## config.mk

```make
export PLATFORM = sky130hd
export DESIGN_NAME = serial_add3bit_flat
export DESIGN_NICKNAME = d
export VERILOG_FILES = /design/src/rtl/serial_add3bit_if.sv /design/src/rtl/serial_add3bit.sv /design/src/flat_wrapper.sv
export SDC_FILE = /design/constraint.sdc
export NUM_CORES = 1
export LEC_CHECK = 0
export BUFFER_PORTS_ARGS = -buffer_cell sky130_fd_sc_hd__buf_2
export CORE_UTILIZATION = 55
export CTS_CLUSTER_SIZE = 16
export DETAILED_ROUTE_END_ITERATION = 8
export GPL_TIMING_DRIVEN = 1
export PLACE_DENSITY = 0.77
export SLEW_MARGIN = 20
export SYNTH_ARGS = -nofsm -noshare
export SYNTH_HDL_FRONTEND = slang
export SYNTH_SLANG_ARGS = --single-unit
export TNS_END_PERCENT = 10
```

## constraint.sdc

```tcl
create_clock -name clk -period 2.7 [get_ports clk]
set_input_delay 0.405 -clock clk [delete_from_list [all_inputs] [get_ports clk]]
set_output_delay 0.405 -clock clk [all_outputs]
set_load 0.02 [all_outputs]
```

## src/rtl/serial_add3bit_if.sv

```systemverilog
// Operand/result handshake bundle for serial_add3bit.
// master: operand source and result sink; slave: the adder.
interface serial_add3bit_if #(
   parameter int WIDTH = 3
);
   logic             in_valid;
   logic             in_ready;
   logic [WIDTH-1:0] A;
   logic [WIDTH-1:0] B;
   logic             out_valid;
   logic             out_ready;
   logic [WIDTH:0]   out;
   logic             busy;

   modport master (
      output in_valid, A, B, out_ready,
      input  in_ready, out_valid, out, busy
   );

   modport slave (
      input  in_valid, A, B, out_ready,
      output in_ready, out_valid, out, busy
   );
endinterface

```

## src/rtl/serial_add3bit.sv

```systemverilog
// Bit-serial unsigned adder: one full-adder evaluation per clock, LSB first.
// Result {carry-out, sum} is returned through a valid/ready handshake.
module serial_add3bit #(
   parameter int WIDTH = 3
) (
   input  logic            clk,
   input  logic            rst,
   serial_add3bit_if.slave bus
);
   localparam int CW = (WIDTH > 1) ? $clog2(WIDTH) : 1;

   typedef enum logic [1:0] {IDLE, BUSY, DONE} state_t;

   state_t           state, state_nxt;
   logic [WIDTH-1:0] a_sh, b_sh, s_sh, sum_nxt;
   logic             c, c_nxt, s_bit, last_bit;
   logic [CW-1:0]    cnt;
   logic [WIDTH:0]   res;

   // Full-adder cell on the current LSBs and the sum word after inserting the new bit.
   // The final word is built from sum_nxt so the result register can load it on the last edge.
   always_comb begin
      s_bit    = a_sh[0] ^ b_sh[0] ^ c;
      c_nxt    = (a_sh[0] & b_sh[0]) | (c & (a_sh[0] ^ b_sh[0]));
      sum_nxt  = (s_sh >> 1) | (WIDTH'(s_bit) << (WIDTH - 1));
      last_bit = (cnt == CW'(WIDTH - 1));
   end

   // State register.
   always_ff @(posedge clk) begin
      if (rst) state <= IDLE;
      else     state <= state_nxt;
   end

   // Next-state and handshake outputs.
   always_comb begin
      state_nxt     = state;
      bus.in_ready  = 1'b0;
      bus.out_valid = 1'b0;
      bus.busy      = 1'b0;
      case (state)
         IDLE: begin
            bus.in_ready = 1'b1;
            if (bus.in_valid) state_nxt = BUSY;
         end
         BUSY: begin
            bus.busy = 1'b1;
            if (last_bit) state_nxt = DONE;
         end
         DONE: begin
            bus.busy      = 1'b1;
            bus.out_valid = 1'b1;
            if (bus.out_ready) state_nxt = IDLE;
         end
         default: state_nxt = IDLE;
      endcase
   end

   // Operand capture, serial shift/carry datapath and result register.
   always_ff @(posedge clk) begin
      if (rst) begin
         a_sh <= '0;
         b_sh <= '0;
         s_sh <= '0;
         c    <= 1'b0;
         cnt  <= '0;
         res  <= '0;
      end else begin
         case (state)
            IDLE: begin
               if (bus.in_valid) begin
                  a_sh <= bus.A;
                  b_sh <= bus.B;
                  s_sh <= '0;
                  c    <= 1'b0;
                  cnt  <= '0;
               end
            end
            BUSY: begin
               a_sh <= a_sh >> 1;
               b_sh <= b_sh >> 1;
               s_sh <= sum_nxt;
               c    <= c_nxt;
               cnt  <= cnt + CW'(1);
               if (last_bit) res <= {c_nxt, sum_nxt};
            end
            default: ;
         endcase
      end
   end

   assign bus.out = res;
endmodule

```

## src/flat_wrapper.sv

```systemverilog
// flat-port wrapper written by rule: the top's interface ports become plain ports
module serial_add3bit_flat 
#(
   parameter int WIDTH = 3
)
  (clk, rst, bus_in_valid, bus_A, bus_B, bus_out_ready, bus_in_ready, bus_out_valid, bus_out, bus_busy);
  serial_add3bit_if #(.WIDTH(WIDTH)) bus_i ();
  input  logic clk;
  input  logic rst;
  input wire logic [$bits(bus_i.in_valid)-1:0] bus_in_valid;
  input wire logic [$bits(bus_i.A)-1:0] bus_A;
  input wire logic [$bits(bus_i.B)-1:0] bus_B;
  input wire logic [$bits(bus_i.out_ready)-1:0] bus_out_ready;
  output wire logic [$bits(bus_i.in_ready)-1:0] bus_in_ready;
  output wire logic [$bits(bus_i.out_valid)-1:0] bus_out_valid;
  output wire logic [$bits(bus_i.out)-1:0] bus_out;
  output wire logic [$bits(bus_i.busy)-1:0] bus_busy;
  assign bus_i.in_valid = bus_in_valid;
  assign bus_i.A = bus_A;
  assign bus_i.B = bus_B;
  assign bus_i.out_ready = bus_out_ready;
  assign bus_in_ready = bus_i.in_ready;
  assign bus_out_valid = bus_i.out_valid;
  assign bus_out = bus_i.out;
  assign bus_busy = bus_i.busy;
  serial_add3bit #(.WIDTH(WIDTH)) u_core (.clk(clk), .rst(rst), .bus(bus_i));
endmodule
```

* After elaboration in Yosys (flattened, before gate mapping)
Cells that the tools add are included.
Operators by class: reduce and logical (&&, ||, !) cells 6, equality and inequality tests 6, add/subtract/negate cells 1, mux-type cells 17, bitwise gates (word level) 6
Operators with widths (count):
- $pmux W3 S2 | 3
- $mux W3 | 3
- $mux W2 | 4
- $pmux W2 S3 | 1
- $eq A2 B2 Y1 const B | 2
- $mux W1 | 4
- $ne A2 B2 Y1 const B | 2
- $pmux W2 S2 | 1
- $reduce_and A2 Y1 | 2
- $or A2 B3 Y3 | 1
- $reduce_and A3 Y1 | 1
- $add A2 B1 Y2 const B | 1
- $and A1 B1 Y1 | 2
- $eq A2 B1 Y1 const B | 1
- $logic_not A2 Y1 | 1
- $ne A2 B1 Y1 const B | 1
- $pmux W1 S2 | 1
- $reduce_bool A2 Y1 | 1
- $reduce_or A2 Y1 | 1
- $xor A1 B1 Y1 | 2
- $or A1 B1 Y1 | 1
Storage, ports and cells: flip-flop bits (word level) 18, input bits 10

* Depth between registers and ports, before layout
Gate-level depths: netlist (run 1).
word-level depth 4, gate-level depth with buffers 7, gate-level depth less buffers 5

* Worst setup path after synthesis (run 1)
No wires, ideal clock.
path kind reg2reg, start register u_core.state[0], end register u_core.a_sh[0], library setup time 125 ps, required time 2575 ps, arrival 1307 ps, stages on the path, launching flop included 6, period minus slack after synthesis 1432 ps, path slack 1268 ps, cells stage by stage dfxtp_1 inv_1 ha_1 mux2_4 nor2_2 a211oi_2
Between the ends: longest elaborated chain between the ends 3, elaborated cells between the ends (all ways) 6, those cells by class 2 x eq/ne; 1 x mux; 3 x reduce/logical
RTL lines:
- start, declared | line serial_add3bit.sv:14 | state_t state, state_nxt;
- start signal, assigned | line serial_add3bit.sv:32 | else state <= state_nxt;
- $eq A2 B1 Y1 or $logic_not A2 Y1 (tied branches) | line serial_add3bit.sv:69 | case (state)
- $reduce_bool A2 Y1 (no line) or $ne A2 B2 Y1 (tied branches)
- $reduce_and A2 Y1 (no line)
- end signal, assigned | line serial_add3bit.sv:72 | a_sh <= bus.A;
- end signal, assigned | line serial_add3bit.sv:80 | a_sh <= a_sh >> 1;
- end, declared | line serial_add3bit.sv:15 | logic [WIDTH-1:0] a_sh, b_sh, s_sh, sum_nxt;
Parallel ways exist; a longest one is shown, timed or not. A chain may end at the register's enable or synchronous reset.

* Final worst setup path (run 1)
start register u_core.state[1], end register u_core.b_sh[2]
Between the ends: longest elaborated chain between the ends 3, elaborated cells between the ends (all ways) 6, those cells by class 2 x eq/ne; 1 x mux; 3 x reduce/logical
RTL lines:
- $eq A2 B1 Y1 or $logic_not A2 Y1 (tied branches) | line serial_add3bit.sv:69
- $reduce_bool A2 Y1 (no line) or $ne A2 B2 Y1 (tied branches)
- $reduce_and A2 Y1 (no line)
- end signal, assigned | line serial_add3bit.sv:73 | b_sh <= bus.B;
- end signal, assigned | line serial_add3bit.sv:81 | b_sh <= b_sh >> 1;
- end, declared | line serial_add3bit.sv:15
Parallel ways exist; a longest one is shown, timed or not.

==> results.json, run 1 <==
{
  "outcome": "finished, final reports clean",
  "diodes": 0,
  "crit_fanout": 19,
  "power_frac_clock_pct": 15.2,
  "cts-root-buf": "clkbuf_4",
  "fin_nets": 115,
  "grt_max_degree": 20,
  "hpwl_um": 1050,
  "synthXorXnorAreaFrac_pct": 0,
  "tightest_slew_ns": 0.662,
  "critPathLaunchType": "flip-flop",
  "finalSetupTns_ns": 0,
  "end_kind": "flip-flop",
  "vias": 641,
  "fillers": 131,
  "setup_slack_ns": 0.981,
  "maxCapViolCount": 0,
  "avgSynthCellArea_um2": 9.88,
  "die_w_um": 40.8,
  "grt_use_met1_pct": 22.6,
  "synth-seq-cells": 17,
  "fin_crit_ns": 1.72,
  "first_iter_violations": 14,
  "ios": 17,
  "fmax_mhz": 582,
  "rows": 13,
  "syn-num-nets": 99,
  "p_per_area_mw_per_mm2": 942,
  "cts_setup_buffers": 0,
  "cts_tree": "yes",
  "grtUsageMet2_pct": 35.2,
  "hold_class": "in -> reg",
  "use_met3_pct": 9.78,
  "cp.arrival_ns": 1.90,
  "overflow": 0,
  "grt_pass1_vias": 519,
  "startpoint": "u_core.state[1]",
  "antenna_found_initial": 0,
  "fin_crit_sh_pct": 63.7,
  "area_delta_synth_final_pct": 12.1,
  "drc_errors": 0,
  "p_leak_uw": 0.000381,
  "synth-simple-area-share_pct": 19.2,
  "die_h_um": 40.8,
  "fin_skew_ns": 0.0109,
  "clkLatencyLatePin_ns": 0.29,
  "drt_wl_total_um": 1420,
  "synth_compound_area_share_pct": 18.1,
  "synthAdderAreaFrac_pct": 8.45,
  "syn-instance-count": 84,
  "routed_via_density": 5.62,
  "h-tree-depth": 1,
  "core_mm2": 0.00135,
  "timing_hold_violations_final": 0,
  "path_clk_slew_ns": 0.10,
  "grt.total_usage_pct": 21.6,
  "criticalPathCategory": "reg -> reg",
  "hp-start": "bus_B[2]",
  "ir_drop_mv": 0.654,
  "numCtsBuffers": 3,
  "grt-busiest-layer": "met2",
  "cp.required_ns": 2.88,
  "clkSinkCount": 17,
  "setup_viol": 0,
  "die-area_mm2": 0.00167,
  "io_buffers": 16,
  "ys_types": 25,
  "p_comb_share_pct": 47.7,
  "start_util_pct": 61.4,
  "drive_gt1_share_pct": 33.3,
  "switching_share_pct": 40.2,
  "p_seq_share_pct": 37.1,
  "yosys_warnings": 0,
  "grt_pass1_wl_um": 2190,
  "relSlewSlack_pct": 55.9,
  "syn_area_um2": 830,
  "cts_hold_buf": 0,
  "synth_mux_area_share_pct": 8.30,
  "p_int_uw": 524,
  "power_switching_uw": 352,
  "cts-resized-gates": 0,
  "maxSlewViolCount": 0,
  "place_ws_ns": 0.995,
  "wl_per_cell_um": 12.4,
  "ant_nets": 0,
  "rr_startpoint": "u_core.state[1]",
  "drt_pass1_iterations": 4,
  "synth_top_family_by_area": "simple AND/OR/NAND/NOR gates",
  "gp_congestion": 0.782,
  "clockBufferDepth": 2,
  "rsz0062_at_grt": "no",
  "ys_seq_area_share_pct": 41.0
}
## state kept, by name, summed over array words and instances, names as in the netlist
register	cells
u_core.c	1
u_core.bus.out	4
u_core.s_sh	2
u_core.state	2
u_core.a_sh	3
u_core.cnt	2
u_core.b_sh	3
## critical path: stages (launching register included)
cell and delay (ns):
dfxtp_1 0.32, inv_1 0.10, ha_1 0.60, mux2i_2 0.27, a22oi_1 0.25, nor2_1 0.06
## power by group through the flow
stage	registers [uW]	clock network, uW	logic [uW]
final	325	133	418
after global routing	331	151	462
after detailed placement	331	0	420
after global placement	331	0	405
after floorplan	324	0	363
after CTS	325	141	421
## placed cells by master, fill, tap and decap left out, types with 2 or more instances in the layout
cell,instances
clkbuf_4,3
nand2_1,6
nor2_2,4
nand2b_1,3
o31ai_2,2
a211oi_2,4
nor2b_1,2
nand3_1,5
dfxtp_1,17
nand4_1,2
a22oi_1,2
ha_1,4
a32oi_1,4
nor2_1,6
mux2i_1,4
a21oi_1,5
buf_2,16
inv_1,4
## metrics by stage
stage | hold WS (ns) | cell area (um2) | std cells | utilization [%] | power [uW]
floorplan | 0.432 | 830 | 84 | - | 687
global placement | 0.442 | 902 | 110 | 66.8 | 735
detailed placement | 0.445 | 902 | 110 | 66.8 | 751
CTS | 0.355 | 930 | 114 | 68.9 | 887
global route | 0.353 | 930 | 114 | 68.9 | 945
finish | 0.366 | 930 | 114 | 68.9 | 875
## layout make-up
| cell class | count | area, um2 | area share, % |
|---|---|---|---|
| repair buffers | 16 | 80.1 | 8.61 |
| clock buffers | 3 | 22.5 | 2.42 |
| clock inverters | 1 | 5.00 | 0.538 |
| inverters | 4 | 15.0 | 1.62 |
| well taps | 15 | 18.8 | 2.02 |
| multi-input cells | 58 | 448 | 48.2 |
| flip-flops and latches | 17 | 340 | 36.6 |
## metal layers
metal  vias to the layer above  wire (um)
met5                         -          0
met4                         0         20
met3                         5         83
met2                        21        685
met1                       286        629
li1                        329          -
## synth_stat cells (all sizes together)
master / number / area share [%]
a211oi: 4 / 6.0
ha: 4 / 6.0
mux2i: 5 / 6.5
clkbuf: 2 / 1.1
nand2: 6 / 2.7
a22oi: 2 / 1.8
o31ai: 2 / 3.0
a32oi: 4 / 4.2
a21oi: 5 / 3.0
and3b: 1 / 1.1
nand2b: 3 / 2.3
buf: 3 / 2.1
dfxtp: 17 / 41
nor2: 10 / 5.7
mux2: 1 / 1.8
nor2b: 2 / 1.5
nand3: 5 / 3.0
nand4: 2 / 1.5
fa: 1 / 2.4
inv: 4 / 1.8
and3: 1 / 1.4
## cells by family (layout without fill, tap and decap cells)
group | count (synthesis) | after routing
simple gates | 30 | 30
compound gates | 17 | 17
flops | 17 | 17
buf+inv | 9 | 24
mux | 6 | 6
fa+ha+maj | 5 | 5
## path summary, 6_finish.rpt
check / end / cells past startpoint / slack (ns)
worst max-delay path: u_core.b_sh[2] / 5 / 0.98
worst min-delay path: u_core.b_sh[2] / 3 / 0.37
worst max register to register: u_core.b_sh[2] / 5 / 0.98
worst min register to register: u_core.bus.out[1] / 2 / 0.46
No activity file was read; power rests on OpenSTA's default activity.
==> run 2, diff against run 1 <==
--- a/config.mk
+++ b/config.mk
@@ -6,11 +6,11 @@
 export NUM_CORES = 1
 export LEC_CHECK = 0
 export BUFFER_PORTS_ARGS = -buffer_cell sky130_fd_sc_hd__buf_2
-export CORE_UTILIZATION = 55
+export CORE_UTILIZATION = 46
 export CTS_CLUSTER_SIZE = 16
 export DETAILED_ROUTE_END_ITERATION = 8
 export GPL_TIMING_DRIVEN = 1
-export PLACE_DENSITY = 0.77
+export PLACE_DENSITY = 0.68
 export SLEW_MARGIN = 20
 export SYNTH_ARGS = -nofsm -noshare
 export SYNTH_HDL_FRONTEND = slang
==> constraint.sdc (replaced) <==
create_clock -name clk -period 1.5 [get_ports clk]
set_input_delay 0.225 -clock clk [delete_from_list [all_inputs] [get_ports clk]]
set_output_delay 0.225 -clock clk [all_outputs]
set_load 0.02 [all_outputs]
==> run 2 against run 1 <==
Clock skew is 0.0059 ns lower. Cell count grew 11%. Combinational power is 100% higher. Die area grew 19%. Wire length rose by 1.9%. Sequential share of layout area decreased by 2.2 points. Sequential power grew 81%. Design area rose by 6.5%. Critical path type is now reg -> out. Critical endpoint is now bus_in_ready. Largest power group unchanged.
==> results.json, run 2 (synthesized netlist as in run 1, its figures left out) <==
{
  "crit_fanout": 6,
  "maxSlewViolCount": 0,
  "slowest_stage": "dfxtp_1",
  "fin_skew_ns": 0.00499,
  "crit_chain": "inv_1 > ha_4 > buf_2",
  "relSlewSlack_pct": 83.9,
  "fillers": 148,
  "setup_slack_ns": 0.129,
  "h-tree-depth": 1,
  "critPathMaxStageDelay_ns": 0.33,
  "clkLatencyLatePin_ns": 0.28,
  "grt_pass1_vias": 623,
  "path_clk_slew_ns": 0.10,
  "cp.arrival_ns": 1.15,
  "ir_drop_mv": 1.08,
  "total_power_uw": 1690,
  "drive_gt1_share_pct": 38.2,
  "cp.required_ns": 1.27,
  "criticalPathCategory": "reg -> out",
  "start_util_pct": 52.0,
  "grt_max_degree": 12,
  "overflow": 0,
  "hold_class": "in -> reg",
  "p_leak_uw": 0.000398,
  "die_w_um": 44.5,
  "largest_reg_flops": 4,
  "io_buffers": 16,
  "drt_wl_total_um": 1450,
  "critPathLaunchType": "flip-flop",
  "gp_congestion": 0.734,
  "setup_viol": 0,
  "fmax_mhz": 730,
  "grt.total_usage_pct": 17.6,
  "mostFrequentLayoutCell": "dfxtp_1",
  "layout_common_cells": "dfxtp_1 (17), buf_2 (16), nand2_1 (6), nor2_1 (6)",
  "fin_nets": 118,
  "timing_hold_violations_final": 0,
  "wl_per_cell_um": 11.5,
  "drt_pass1_iterations": 4,
  "fin_area_um2": 990,
  "die-area_mm2": 0.00198,
  "maxCapViolCount": 0,
  "numCtsBuffers": 3,
  "placed_area_um2": 936,
  "routed_via_density": 5.11,
  "vias": 644,
  "finalSetupTns_ns": 0,
  "hpwl_um": 1080,
  "outcome": "finished, final reports clean",
  "end_kind": "primary output",
  "tightest_slew_ns": 0.237,
  "core_mm2": 0.00159,
  "clockBufferDepth": 2,
  "cts-root-buf": "clkbuf_4",
  "place_ws_ns": 0.0703,
  "fin_crit_sh_pct": 91.4,
  "antenna_found_initial": 0,
  "grt_pass1_wl_um": 2640,
  "cts_tree": "yes",
  "fin_crit_ns": 1.37,
  "diodes": 0,
  "ant_nets": 0,
  "drc_errors": 0,
  "p_per_area_mw_per_mm2": 1700,
  "area_delta_synth_final_pct": 19.3,
  "rsz0062_at_grt": "yes",
  "first_iter_violations": 21,
  "rows": 14,
  "die_h_um": 44.5,
  "ios": 17,
  "clkSinkCount": 17
}
-- run 2: area by class of cell --
type | instances | area (um2) | share of cell area [%]
clock inverter | 1 | 5.00 | 0.506
timing repair buffer | 19 | 103 | 10.4
tap | 24 | 30.0 | 3.03
sequential | 17 | 340 | 34.4
multi-input combinational | 58 | 474 | 47.9
inverter | 4 | 15.0 | 1.52
clock buffer | 3 | 22.5 | 2.28
-- run 2: repair_timing --
item,4_1_cts,5_1_grt
buffers inserted,0,0
gates resized for setup,0,5
hold buffers,0,0
setup endpoints to repair,0,18
-- run 2: worst paths after layout --
kind | from | to | slack (ns) | depth (start not counted)
worst min register to register | u_core.bus.out[0] | u_core.bus.out[0] | 0.46 | 2
worst max-delay path | u_core.state[0] | bus_in_ready | 0.13 | 3
worst min-delay path | bus_B[2] | u_core.b_sh[2] | 0.18 | 3
worst max register to register | u_core.state[1] | u_core.a_sh[1] | 0.13 | 5
-- run 2: per-stage QoR --
step	hold slack, ns	utilization, %	instances
2_1_floorplan	0.373	-	84
3_3_place_gp	0.441	58.7	122
3_5_place_dp	0.445	58.7	122
4_1_cts	0.176	60.4	126
5_1_grt	0.186	62.1	126
6_report	0.179	62.1	126
-- run 2: worst max-delay path, delay by kind of cell (launching register included) --
family	cells	cell delay, ns
adder cells (fa/ha/maj)	1	0.22
flip-flops	1	0.33
buffers and inverters	2	0.32
-- run 2: power by group --
| part | switching (uW) | internal, uW | leakage [uW] |
|---|---|---|---|
| Combinational | 467 | 390 | 0.000242 |
| Clock | 145 | 98.9 | 0.0000177 |
| Sequential | 54.2 | 532 | 0.000139 |
-- run 2: per-layer routing --
| metal | wire, um | global-route usage, % | up-vias |
|---|---|---|---|
| li1 | - | - | 333 |
| met1 | 696 | 24.6 | 292 |
| met2 | 681 | 28.2 | 17 |
| met3 | 56 | 2.45 | 2 |
| met4 | 10 | 5.45 | 0 |
| met5 | 0 | 0 | - |
